## src/rtl/octal_ram_pkg.sv

```systemverilog
// Shared types and constants for the Octal RAM init sequencer: FSM states,
// error codes, mode-register addresses and the masked readback compare.
package octal_ram_pkg;

  localparam int DATA_W = 8;

  typedef enum logic [2:0] {
    ST_PWRUP,
    ST_LOAD,
    ST_ISSUE,
    ST_WAIT_RSP,
    ST_NEXT,
    ST_RETRY,
    ST_DONE,
    ST_FAIL
  } state_t;

  localparam logic [1:0] ERR_NONE      = 2'b00;
  localparam logic [1:0] ERR_ISSUE_TMO = 2'b01;
  localparam logic [1:0] ERR_RSP_TMO   = 2'b10;
  localparam logic [1:0] ERR_MISMATCH  = 2'b11;

  localparam logic [DATA_W-1:0] MA0 = 8'h00;
  localparam logic [DATA_W-1:0] MA4 = 8'h04;
  localparam logic [DATA_W-1:0] MA6 = 8'h06;
  localparam logic [DATA_W-1:0] MA8 = 8'h08;

  function automatic logic masked_neq(input logic [DATA_W-1:0] a,
                                      input logic [DATA_W-1:0] b,
                                      input logic [DATA_W-1:0] mask);
    return ((a ^ b) & mask) != '0;
  endfunction

endpackage

```

## src/rtl/octal_ram_shadow_cmp.sv

```systemverilog
// Shadow copy of the mode-register writes the sequencer has issued, with a
// lookup port that compares a readback against the most recent matching write.
module octal_ram_shadow_cmp
  import octal_ram_pkg::*;
#(
  parameter int               NUM_WR   = 4,
  parameter logic [DATA_W-1:0] CMP_MASK = 8'hFF
) (
  input  logic              clk,
  input  logic              rst,
  input  logic              clr,
  input  logic              wr_en,
  input  logic [DATA_W-1:0] wr_idx,
  input  logic [DATA_W-1:0] wr_addr,
  input  logic [DATA_W-1:0] wr_data,
  input  logic [DATA_W-1:0] lk_addr,
  input  logic [DATA_W-1:0] lk_data,
  output logic              hit,
  output logic              mismatch
);

  logic [NUM_WR-1:0] vld_q;
  logic [DATA_W-1:0] addr_q [NUM_WR];
  logic [DATA_W-1:0] data_q [NUM_WR];

  always_ff @(posedge clk) begin
    if (rst || clr) begin
      vld_q <= '0;
    end else if (wr_en) begin
      for (int i = 0; i < NUM_WR; i++) begin
        if (wr_idx == DATA_W'(i)) vld_q[i] <= 1'b1;
      end
    end
  end

  // NOTE: only the valid bits are reset; addr/data are never read unless the
  // slot is valid, so the storage array itself needs no reset.
  always_ff @(posedge clk) begin
    if (wr_en) begin
      for (int i = 0; i < NUM_WR; i++) begin
        if (wr_idx == DATA_W'(i)) begin
          addr_q[i] <= wr_addr;
          data_q[i] <= wr_data;
        end
      end
    end
  end

  // Ascending scan: a later slot with the same address overrides earlier ones.
  always_comb begin
    hit      = 1'b0;
    mismatch = 1'b0;
    for (int i = 0; i < NUM_WR; i++) begin
      if (vld_q[i] && addr_q[i] == lk_addr) begin
        hit      = 1'b1;
        mismatch = masked_neq(lk_data, data_q[i], CMP_MASK);
      end
    end
  end

endmodule

```

## src/rtl/octal_ram_init_seq.sv

```systemverilog
// Power-up / re-init sequencer: walks the MR config table (writes then reads),
// verifies readbacks against the shadow of issued writes and retries on error.
module octal_ram_init_seq
  import octal_ram_pkg::*;
#(
  parameter int               NUM_WR         = 4,
  parameter int               NUM_RD         = 6,
  parameter int               PWRUP_CYCLES   = 20000,
  parameter int               TIMEOUT_CYCLES = 255,
  parameter int               MAX_RETRY      = 2,
  parameter logic [DATA_W-1:0] CMP_MASK       = 8'hFF
) (
  input  logic              iClk,
  input  logic              iRst,
  input  logic              iStart,
  output logic [DATA_W-1:0] oCfgNo,
  input  logic [DATA_W-1:0] iRegAddr,
  input  logic [DATA_W-1:0] iRegData,
  output logic              oCmdValid,
  output logic              oCmdWr,
  output logic [DATA_W-1:0] oCmdAddr,
  output logic [DATA_W-1:0] oCmdData,
  input  logic              iCmdReady,
  input  logic              iRspValid,
  input  logic [DATA_W-1:0] iRspData,
  output logic              oLogValid,
  output logic [DATA_W-1:0] oLogAddr,
  output logic [DATA_W-1:0] oLogData,
  output logic              oBusy,
  output logic              oDone,
  output logic              oFail,
  output logic [1:0]        oErrCode,
  output logic [1:0]        oRetryCnt
);

  localparam int PWR_W = $clog2(PWRUP_CYCLES + 1);
  localparam int TMO_W = $clog2(TIMEOUT_CYCLES + 1);
  localparam logic [PWR_W-1:0]  PWR_LAST = PWR_W'(PWRUP_CYCLES - 1);
  localparam logic [TMO_W-1:0]  TMO_LAST = TMO_W'(TIMEOUT_CYCLES - 1);
  localparam logic [DATA_W-1:0] CFG_LAST = DATA_W'(NUM_WR + NUM_RD - 1);

  state_t            state_q, state_d;
  logic [PWR_W-1:0]  pwrup_cnt;
  logic [TMO_W-1:0]  tmo_cnt;
  logic              cmd_acc, rsp_take, err_hit;
  logic [1:0]        err_d;
  logic              is_wr, cfg_last;
  logic              sh_clr, sh_hit, sh_miss;

  assign is_wr    = oCfgNo < DATA_W'(NUM_WR);
  assign cfg_last = oCfgNo == CFG_LAST;

  // NOTE: every signal written in always_comb is given a default first, so no
  // path leaves it unassigned and no latch is inferred.
  always_comb begin
    state_d  = state_q;
    cmd_acc  = 1'b0;
    rsp_take = 1'b0;
    err_hit  = 1'b0;
    err_d    = ERR_NONE;
    unique case (state_q)
      ST_PWRUP:   if (pwrup_cnt == PWR_LAST) state_d = ST_LOAD;
      ST_LOAD:    state_d = ST_ISSUE;
      ST_ISSUE: begin
        if (iCmdReady) begin
          cmd_acc = 1'b1;
          state_d = oCmdWr ? ST_NEXT : ST_WAIT_RSP;
        end else if (tmo_cnt == TMO_LAST) begin
          err_hit = 1'b1;
          err_d   = ERR_ISSUE_TMO;
        end
      end
      // A response arriving on the expiry cycle is taken, not timed out.
      ST_WAIT_RSP: begin
        if (iRspValid) begin
          rsp_take = 1'b1;
          if (sh_hit && sh_miss) begin
            err_hit = 1'b1;
            err_d   = ERR_MISMATCH;
          end else begin
            state_d = ST_NEXT;
          end
        end else if (tmo_cnt == TMO_LAST) begin
          err_hit = 1'b1;
          err_d   = ERR_RSP_TMO;
        end
      end
      ST_NEXT:    state_d = cfg_last ? ST_DONE : ST_LOAD;
      ST_RETRY:   state_d = ST_LOAD;
      ST_DONE,
      ST_FAIL:    if (iStart) state_d = ST_LOAD;
      default:    state_d = ST_PWRUP;
    endcase
    if (err_hit) state_d = (int'(oRetryCnt) < MAX_RETRY) ? ST_RETRY : ST_FAIL;
  end

  // NOTE: sequential state uses non-blocking assignments so every flop samples
  // pre-edge values regardless of statement order.
  always_ff @(posedge iClk) begin
    if (iRst) state_q <= ST_PWRUP;
    else      state_q <= state_d;
  end

  always_ff @(posedge iClk) begin
    if (iRst) begin
      pwrup_cnt <= '0;
      tmo_cnt   <= '0;
      oCfgNo    <= '0;
      oCmdWr    <= 1'b0;
      oCmdAddr  <= '0;
      oCmdData  <= '0;
      oLogValid <= 1'b0;
      oLogAddr  <= '0;
      oLogData  <= '0;
      oErrCode  <= ERR_NONE;
      oRetryCnt <= '0;
    end else begin
      oLogValid <= 1'b0;
      unique case (state_q)
        ST_PWRUP: if (pwrup_cnt != PWR_LAST) pwrup_cnt <= pwrup_cnt + 1'b1;
        ST_LOAD: begin
          oCmdAddr <= iRegAddr;
          oCmdData <= is_wr ? iRegData : '0;
          oCmdWr   <= is_wr;
          tmo_cnt  <= '0;
        end
        ST_ISSUE,
        ST_WAIT_RSP: tmo_cnt <= cmd_acc ? '0 : tmo_cnt + 1'b1;
        ST_NEXT:  if (!cfg_last) oCfgNo <= oCfgNo + 1'b1;
        ST_RETRY: begin
          oRetryCnt <= oRetryCnt + 1'b1;
          oCfgNo    <= '0;
        end
        ST_DONE,
        ST_FAIL: begin
          if (iStart) begin
            oErrCode  <= ERR_NONE;
            oRetryCnt <= '0;
            oCfgNo    <= '0;
          end
        end
        default: ;
      endcase
      if (rsp_take) begin
        oLogValid <= 1'b1;
        oLogAddr  <= oCmdAddr;
        oLogData  <= iRspData;
      end
      if (err_hit) oErrCode <= err_d;
    end
  end

  assign oCmdValid = state_q == ST_ISSUE;
  assign oDone     = state_q == ST_DONE;
  assign oFail     = state_q == ST_FAIL;
  assign oBusy     = !(oDone || oFail);

  assign sh_clr = (state_q == ST_RETRY) || ((oDone || oFail) && iStart);

  octal_ram_shadow_cmp #(
    .NUM_WR   (NUM_WR),
    .CMP_MASK (CMP_MASK)
  ) u_shadow (
    .clk      (iClk),
    .rst      (iRst),
    .clr      (sh_clr),
    .wr_en    (cmd_acc && oCmdWr),
    .wr_idx   (oCfgNo),
    .wr_addr  (oCmdAddr),
    .wr_data  (oCmdData),
    .lk_addr  (oCmdAddr),
    .lk_data  (iRspData),
    .hit      (sh_hit),
    .mismatch (sh_miss)
  );

endmodule

```

## config.mk

```make
export PLATFORM = sky130hd
export DESIGN_NAME = octal_ram_init_seq
export DESIGN_NICKNAME = d
export VERILOG_FILES = /design/src/rtl/octal_ram_pkg.sv /design/src/rtl/octal_ram_shadow_cmp.sv /design/src/rtl/octal_ram_init_seq.sv
export SDC_FILE = /design/constraint.sdc
export NUM_CORES = 1
export LEC_CHECK = 0
export BUFFER_PORTS_ARGS = -buffer_cell sky130_fd_sc_hd__buf_2
export CORE_MARGIN = 2
export CORE_UTILIZATION = 35
export DETAILED_ROUTE_END_ITERATION = 10
export PLACE_DENSITY = 0.52
export SKIP_CTS_REPAIR_TIMING = 1
export SYNTH_ARGS = -nofsm -noshare
export SYNTH_HDL_FRONTEND = slang
export SYNTH_SLANG_ARGS = --single-unit
export TNS_END_PERCENT = 5
```

## constraint.sdc

```tcl
create_clock -name iClk -period 5.7 [get_ports iClk]
set_input_delay 0.285 -clock iClk [delete_from_list [all_inputs] [get_ports iClk]]
set_output_delay 0.285 -clock iClk [all_outputs]
set_load 0.1 [all_outputs]
```

**Word-level counts from Yosys, hierarchy flattened**

Memories as Yosys holds them, arrays and structs flattened.
Index checks and enable logic that the tools add are counted.

- Bits in writable memories: 64
- Memories: 2
- Register bits after elaboration: 76
- Input bits: 29

- Bitwise operators: 4
- Reduce and logical (&&, ||, !) cells: 39
- Equality and inequality tests: 25
- Magnitude comparators: 2
- Add/subtract/negate cells: 4
- Muxes and demuxes: 74

Memory list:

| name | depth | width | rd ports | clocked after memory_dff | wr ports | line | source |
|---|---|---|---|---|---|---|---|
| u_shadow.addr_q | 4 | 8 | 4 | 0 | 1 | octal_ram_shadow_cmp.sv:23 | `logic [DATA_W-1:0] addr_q [NUM_WR];` |
| u_shadow.data_q | 4 | 8 | 4 | 0 | 1 | octal_ram_shadow_cmp.sv:24 | `logic [DATA_W-1:0] data_q [NUM_WR];` |

Operators with widths:

| cell | count |
|---|---|
| 2-to-1 mux 8 bit | 10 |
| OR reduction 8 bit | 6 |
| 2-to-1 mux 1 bit | 37 |
| equality test 8 bit | 4 |
| nonzero test 8 bit | 4 |
| bitwise XOR 8 bit | 4 |
| 2-to-1 mux 2 bit | 13 |
| 2-to-1 mux 3 bit | 8 |
| case mux 8 bit (3 select lines) | 1 |
| case mux 3 bit (7 select lines) | 1 |
| adder 8 x 1 -> 8 bit, second input constant | 2 |
| equality test 8 x 2 -> 1 bit, second input constant | 2 |
| case mux 8 bit (2 select lines) | 1 |
| adder 15 x 1 -> 15 bit, second input constant | 1 |
| equality test 15 bit, second input constant | 1 |
| inequality test 15 bit, second input constant | 1 |
| AND reduction 2 bit | 7 |
| equality test 3 bit, second input constant | 4 |
| inequality test 3 bit, second input constant | 4 |
| equality test 8 x 1 -> 1 bit, second input constant | 1 |
| equality test 8 x 4 -> 1 bit, second input constant | 1 |
| equality test 8 bit, second input constant | 1 |
| logical NOT 8 bit | 1 |
| less-than comparator 8 x 3 -> 1 bit, second input constant | 1 |
| other kinds (17) | 32 |

**Longest topological paths before layout**

An unclocked memory read counts as a cell.

- Word-level depth: 13
- Gate-level depth with buffers: 10
- Mapped depth without buffers: 9

**Cells and area by module**

Synthesis repeated with hierarchy kept, for this count alone.

- Cells, all modules: 569
- Area, all modules: 6060.8 um^2

By module, submodules not included:

| module | times used | cells an instance | sequential area each (um^2) | area an instance (um^2) |
|---|---|---|---|---|
| octal_ram_init_seq | 1 | 387 | 1441.4 | 3199.3 |
| octal_ram_shadow_cmp | 1 | 182 | 2001.9 | 2861.5 |

**Worst setup path after synthesis**

No wires, ideal clock.

- Path type: flip-flop to flip-flop
- Start point: register state_q[1]
- End point: memory u_shadow.addr_q[3][0] (enable)
- Buffers on the path: 1
- Stages on the path, launching flop included: 6
- Library setup time: 0.375 ns
- Clock period less this slack: 3.251 ns
- Path slack: 2.449 ns
- Arrival time: 2.876 ns
- Cell sequence: dfxtp_1 > clkbuf_1 > nand2b_1 > nor2_1 > and4_1 > and2_1

- Cells in the longest elaborated chain, start to end: 9
- Elaborated cells between the ends (all ways): 20
- Those cells by class: eq/ne (1); mux (15); reduce/logical (4)

Ends and longest elaborated chain:

| what | line | source |
|---|---|---|
| from (decl) | octal_ram_init_seq.sv:42 | `state_t state_q, state_d;` |
| from (signal assigned) | octal_ram_init_seq.sv:101 | `else state_q <= state_d;` |
| equality test 3 x 2 -> 1 bit * | n/a |  |
| via oCmdValid | octal_ram_init_seq.sv:19 | `output logic oCmdValid,` |
| 2-to-1 mux 1 bit * | octal_ram_init_seq.sv:61 | `unique case (state_q)` |
| logical AND 1 bit * | octal_ram_init_seq.sv:167 | `.wr_en (cmd_acc && oCmdWr),` |
| 2-to-1 mux 1 bit | octal_ram_shadow_cmp.sv:39 | `if (wr_en) begin` |
| 2-to-1 mux 1 bit (not written as such) | octal_ram_shadow_cmp.sv:42 | `addr_q[i] <= wr_addr;` |
| OR reduction 8 bit (no line) | n/a |  |
| 2-to-1 mux 2 bit (no line) / 2-to-1 mux 1 bit (equally long branches) (3 in series) | n/a |  |
| to (decl) | octal_ram_shadow_cmp.sv:23 |  |

The timed path passes the listed nets; every way through them passes the cells marked *.

**Final worst setup path**

- Start point: register oCfgNo[5]
- End point: memory u_shadow.data_q[2][3] (enable)

- Cells in the longest elaborated chain, start to end: 8
- Elaborated cells between the ends (all ways): 25
- Those cells by class: eq/ne (3); mux (18); reduce/logical (4)

Ends and longest elaborated chain:

| what | line | source |
|---|---|---|
| from (decl) | octal_ram_init_seq.sv:16 | `output logic [DATA_W-1:0] oCfgNo,` |
| from (signal assigned) | octal_ram_init_seq.sv:129 | `ST_NEXT: if (!cfg_last) oCfgNo <= oCfgNo + 1'b1;` |
| equality test 8 x 1 -> 1 bit | octal_ram_shadow_cmp.sv:41 | `if (wr_idx == DATA_W'(i)) begin` |
| 2-to-1 mux 1 bit | octal_ram_shadow_cmp.sv:41 |  |
| 2-to-1 mux 1 bit | octal_ram_shadow_cmp.sv:39 |  |
| 2-to-1 mux 1 bit (not written as such) | octal_ram_shadow_cmp.sv:43 | `data_q[i] <= wr_data;` |
| OR reduction 8 bit (no line) | n/a |  |
| 2-to-1 mux 2 bit (no line) / 2-to-1 mux 1 bit (equally long branches) (3 in series) | n/a |  |
| to (decl) | octal_ram_shadow_cmp.sv:24 |  |

Several ways; a longest one is shown, not always the timed one.

==> impl_metrics.py <==
metrics = {
    "critical_path": {
        "crit_path_end_kind": "flip-flop",
        "ff2ff_path_depth": 4,
        "cp.required_ns": 5.73,
        "crit_path_end": "u_shadow.data_q[2][3]$_DFFE_PP_",
        "worst_r2r_endpoint": "u_shadow.data_q[2][3]$_DFFE_PP_",
        "start_kind": "flip-flop",
        "cpPeakStageDelay_ns": 0.67,
        "crit_buf_inv": 0,
        "crit_family": "simple AND/OR/NAND/NOR gates",
        "r2r_start": "oCfgNo[5]$_SDFFE_PP0P_",
        "cp.arrival_ns": 3.02,
        "reg2reg_setup_slack_ns": 2.71,
        "cp-startpoint": "oCfgNo[5]$_SDFFE_PP0P_",
        "slowest_stage": "and2_1",
        "cp.depth": 4,
        "cp_max_fo": 17,
        "crit_type": "reg -> reg",
        "crit_chain": "or4_4, nor3_2, and4_1, and2_1",
    },
    "timing": {
        "slew-limit-headroom": 0.3670,
        "fmax_mhz": 334.0,
        "hold_viol": 0,
        "worst_pin_slew_ns": 0.9468,
        "fin_worst_skew_ns": 0.01184,
        "period_share": 0.5253,
        "period_needed_ns": 2.994,
        "setup_tns_ns": 0,
        "setup_viol": 0,
        "rsz0062_at_grt": "false",
        "slew_violations": 0,
    },
    "layout": {
        "fillers": 1688,
        "design_area_sq_mm": 0.007193,
        "multi_input_area_sq_mm": 0.002429,
        "syn_to_final_growth_pct": 17.74,
        "register_area_sq_mm": 0.003443,
        "diodes": 0,
        "drive_gt1_frac": 0.1789,
        "fin_nets": 688,
    },
    "min_path": {
        "holdCritPathClass": "in -> reg",
    },
    "yosys": {
        "synthFlopType": "dfxtp_1",
        "synth-seq-area-share": 0.5636,
        "yosys_warnings": 0,
        "syn_area_sq_mm": 0.006110,
        "yosysUniqueCellTypes": 52,
        "synth_top_area_frac": 0.3146,
        "synthCells": 591,
        "synthArstFlopShare": 0,
        "synth_area_leader_cell": "edfxtp_1",
        "synth_edf_count": 64,
        "synth_nets": 627,
        "avgSynthCellArea_sq_um": 10.34,
        "ys_top_cells_by_area": "edfxtp_1, dfxtp_1, xor2_1",
        "ys_ff_latch": 140,
    },
    "global_routing": {
        "grt_pass1_vias": 4190,
        "grt_usage": 0.1627,
        "grt_max_degree": 63,
        "grt_overflow": 0,
        "antenna_found_initial": 0,
        "grt_pass1_wl_microns": 22630,
    },
    "die": {
        "rows": 48,
        "initial_utilization": 0.3557,
        "die_h_microns": 136.1,
        "fp.coreArea_sq_mm": 0.01718,
        "die-area_sq_mm": 0.01853,
        "io_pins": 79,
        "die_x_microns": 136.1,
    },
    "placed_design": {
        "dpl_cell_area_sq_mm": 0.006608,
        "place_congestion": 0.7600,
        "hpwl_microns": 9775,
        "port_buffers": 78,
    },
    "cts": {
        "cts_buffer_depth": 2,
        "numCtsBuffers": 17,
        "cts_tree": "yes",
        "cts.sink_count": 140,
        "cts_root_buffer": "clkbuf_16",
        "insertion_delay_ns": 0.41,
        "cts_max_level": 4,
        "clk_pin_slew_ns": 0.06,
    },
    "power": {
        "power_density_mw_per_mm2": 416.3,
        "finalPower_uw": 2994,
        "irDropWorstVdd_uv": 241.8,
        "p_leak_uw": 0.002607,
    },
    "routing": {
        "drc": 0,
        "wl_microns": 14500,
        "first_iter_violations": 234,
        "firstDrtPassIters": 4,
        "route.met2.wl_microns": 6937,
        "met1_length_microns": 6505,
        "top_layer_used": "met4",
        "postRouteAntennaNets": 0,
        "drt-vias-per-instance": 4.927,
        "route.detailed.wl_per_inst_microns": 16.30,
        "wl_met3_microns": 906,
        "vias": 4385,
    },
    "run_status": {
        "status": "finished clean",
    },
    "job": {
        "drv_cap": 0,
    },
}
==> metal layers <==
metal	vias up	track usage
li1	2164	-
met1	2099	0.2130
met2	112	0.2585
met3	10	0.04773
met4	0	0.05266
met5	-	0
==> power breakdown <==
part / switching, uW / internal [uW]
Combinational: 481 / 163
Clock: 393 / 691
Sequential: 135 / 1130
Total: 1010 / 1990
==> cells by family after synthesis <==
family / share of synthesized area
simple gates: 0.1751
flops: 0.5636
xor+xnor: 0.1204
compound gates: 0.08089
buf+inv: 0.03891
fa+ha+maj: 0.01433
mux: 0.006758
==> sequential cells by signal (all words and copies together), names as in the netlist <==
name,flops
u_shadow.addr_q,32
u_shadow.data_q,32
pwrup_cnt,15
oCfgNo,8
oCmdAddr,8
oCmdData,8
oLogAddr,8
oLogData,8
tmo_cnt,8
u_shadow.vld_q,4
state_q,3
oErrCode,2
oRetryCnt,2
oCmdWr,1
oLogValid,1
==> synthesized netlist by cell type, types with 3 or more instances <==
cell and n:
and3_1 5, nor2_1 48, nand3_1 25, xor2_1 48, mux2i_1 3, and2_1 5, dfxtp_1 76, nor3_1 12
o21ai_0 10, nor4_2 3, ha_1 7, nand4b_1 3, xnor2_1 36, nand2_1 86, nor4_1 8, a211oi_1 3
edfxtp_1 64, a21oi_1 48, nand4_1 12, buf_2 13, or3_1 7, inv_1 13, clkbuf_1 18, buf_6 3
==> final cells by class <==
cell class,instances,area share
Timing Repair Buffer,80,0.05636
Clock inverter,6,0.01200
Clock buffer,26,0.06940
Tap cell,225,0.03914
Multi-Input combinational cell,400,0.3376
Sequential cell,140,0.4787
Inverter,13,0.006784
==> worst reg2reg max path, stage by stage, from the launching register on <==
cell	delay (ns)
dfxtp_1	0.33
or4_4	0.55
nor3_2	0.66
and4_1	0.39
and2_1	0.67
==> worst min path at each step <==
stage	from	end	slack, ns	cells past startpoint
after global routing	iRegAddr[2]	oCmdAddr[2]$_SDFFE_PP0P_	0.1	3
after CTS	iRegAddr[2]	oCmdAddr[2]$_SDFFE_PP0P_	0.09	3
after floorplan	iRegAddr[7]	oCmdAddr[7]$_SDFFE_PP0P_	0.42	2
final	iRegAddr[2]	oCmdAddr[2]$_SDFFE_PP0P_	0.11	3
after global placement	oLogAddr[0]$_SDFFE_PP0P_	oLogAddr[0]$_SDFFE_PP0P_	0.44	2
after detailed placement	oLogAddr[0]$_SDFFE_PP0P_	oLogAddr[0]$_SDFFE_PP0P_	0.44	2
==> per-stage QoR <==
step	std cells	util	hold WS (ns)	setup slack (ns)
2_1_floorplan	591	-	0.4210	2.449
6_report	890	0.4188	0.1092	2.706
4_1_cts	890	0.4188	0.09027	2.682
3_3_place_gp	858	0.3847	0.4391	2.753
5_1_grt	890	0.4188	0.09830	2.455
3_5_place_dp	858	0.3847	0.4447	2.692
==> cell usage in the layout, fill, tap and decap left out, types with 3 or more instances in the layout <==
master and count:
ha_1 7, clkbuf_1 5, clkbuf_16 17, inv_1 13, a21oi_1 48, nor3_1 12
and3_1 5, dfxtp_1 76, and2_1 5, nor4_2 3, xnor2_1 36, clkbuf_8 4
or3_1 7, nand4_1 12, nor2_1 48, edfxtp_1 64, o21ai_0 10, mux2i_1 3
xor2_1 48, buf_2 78, nand4b_1 3, nand3_1 25, nor4_1 8, a211oi_1 3
nand2_1 86
Note: power is estimated with default switching activity, not from simulation.
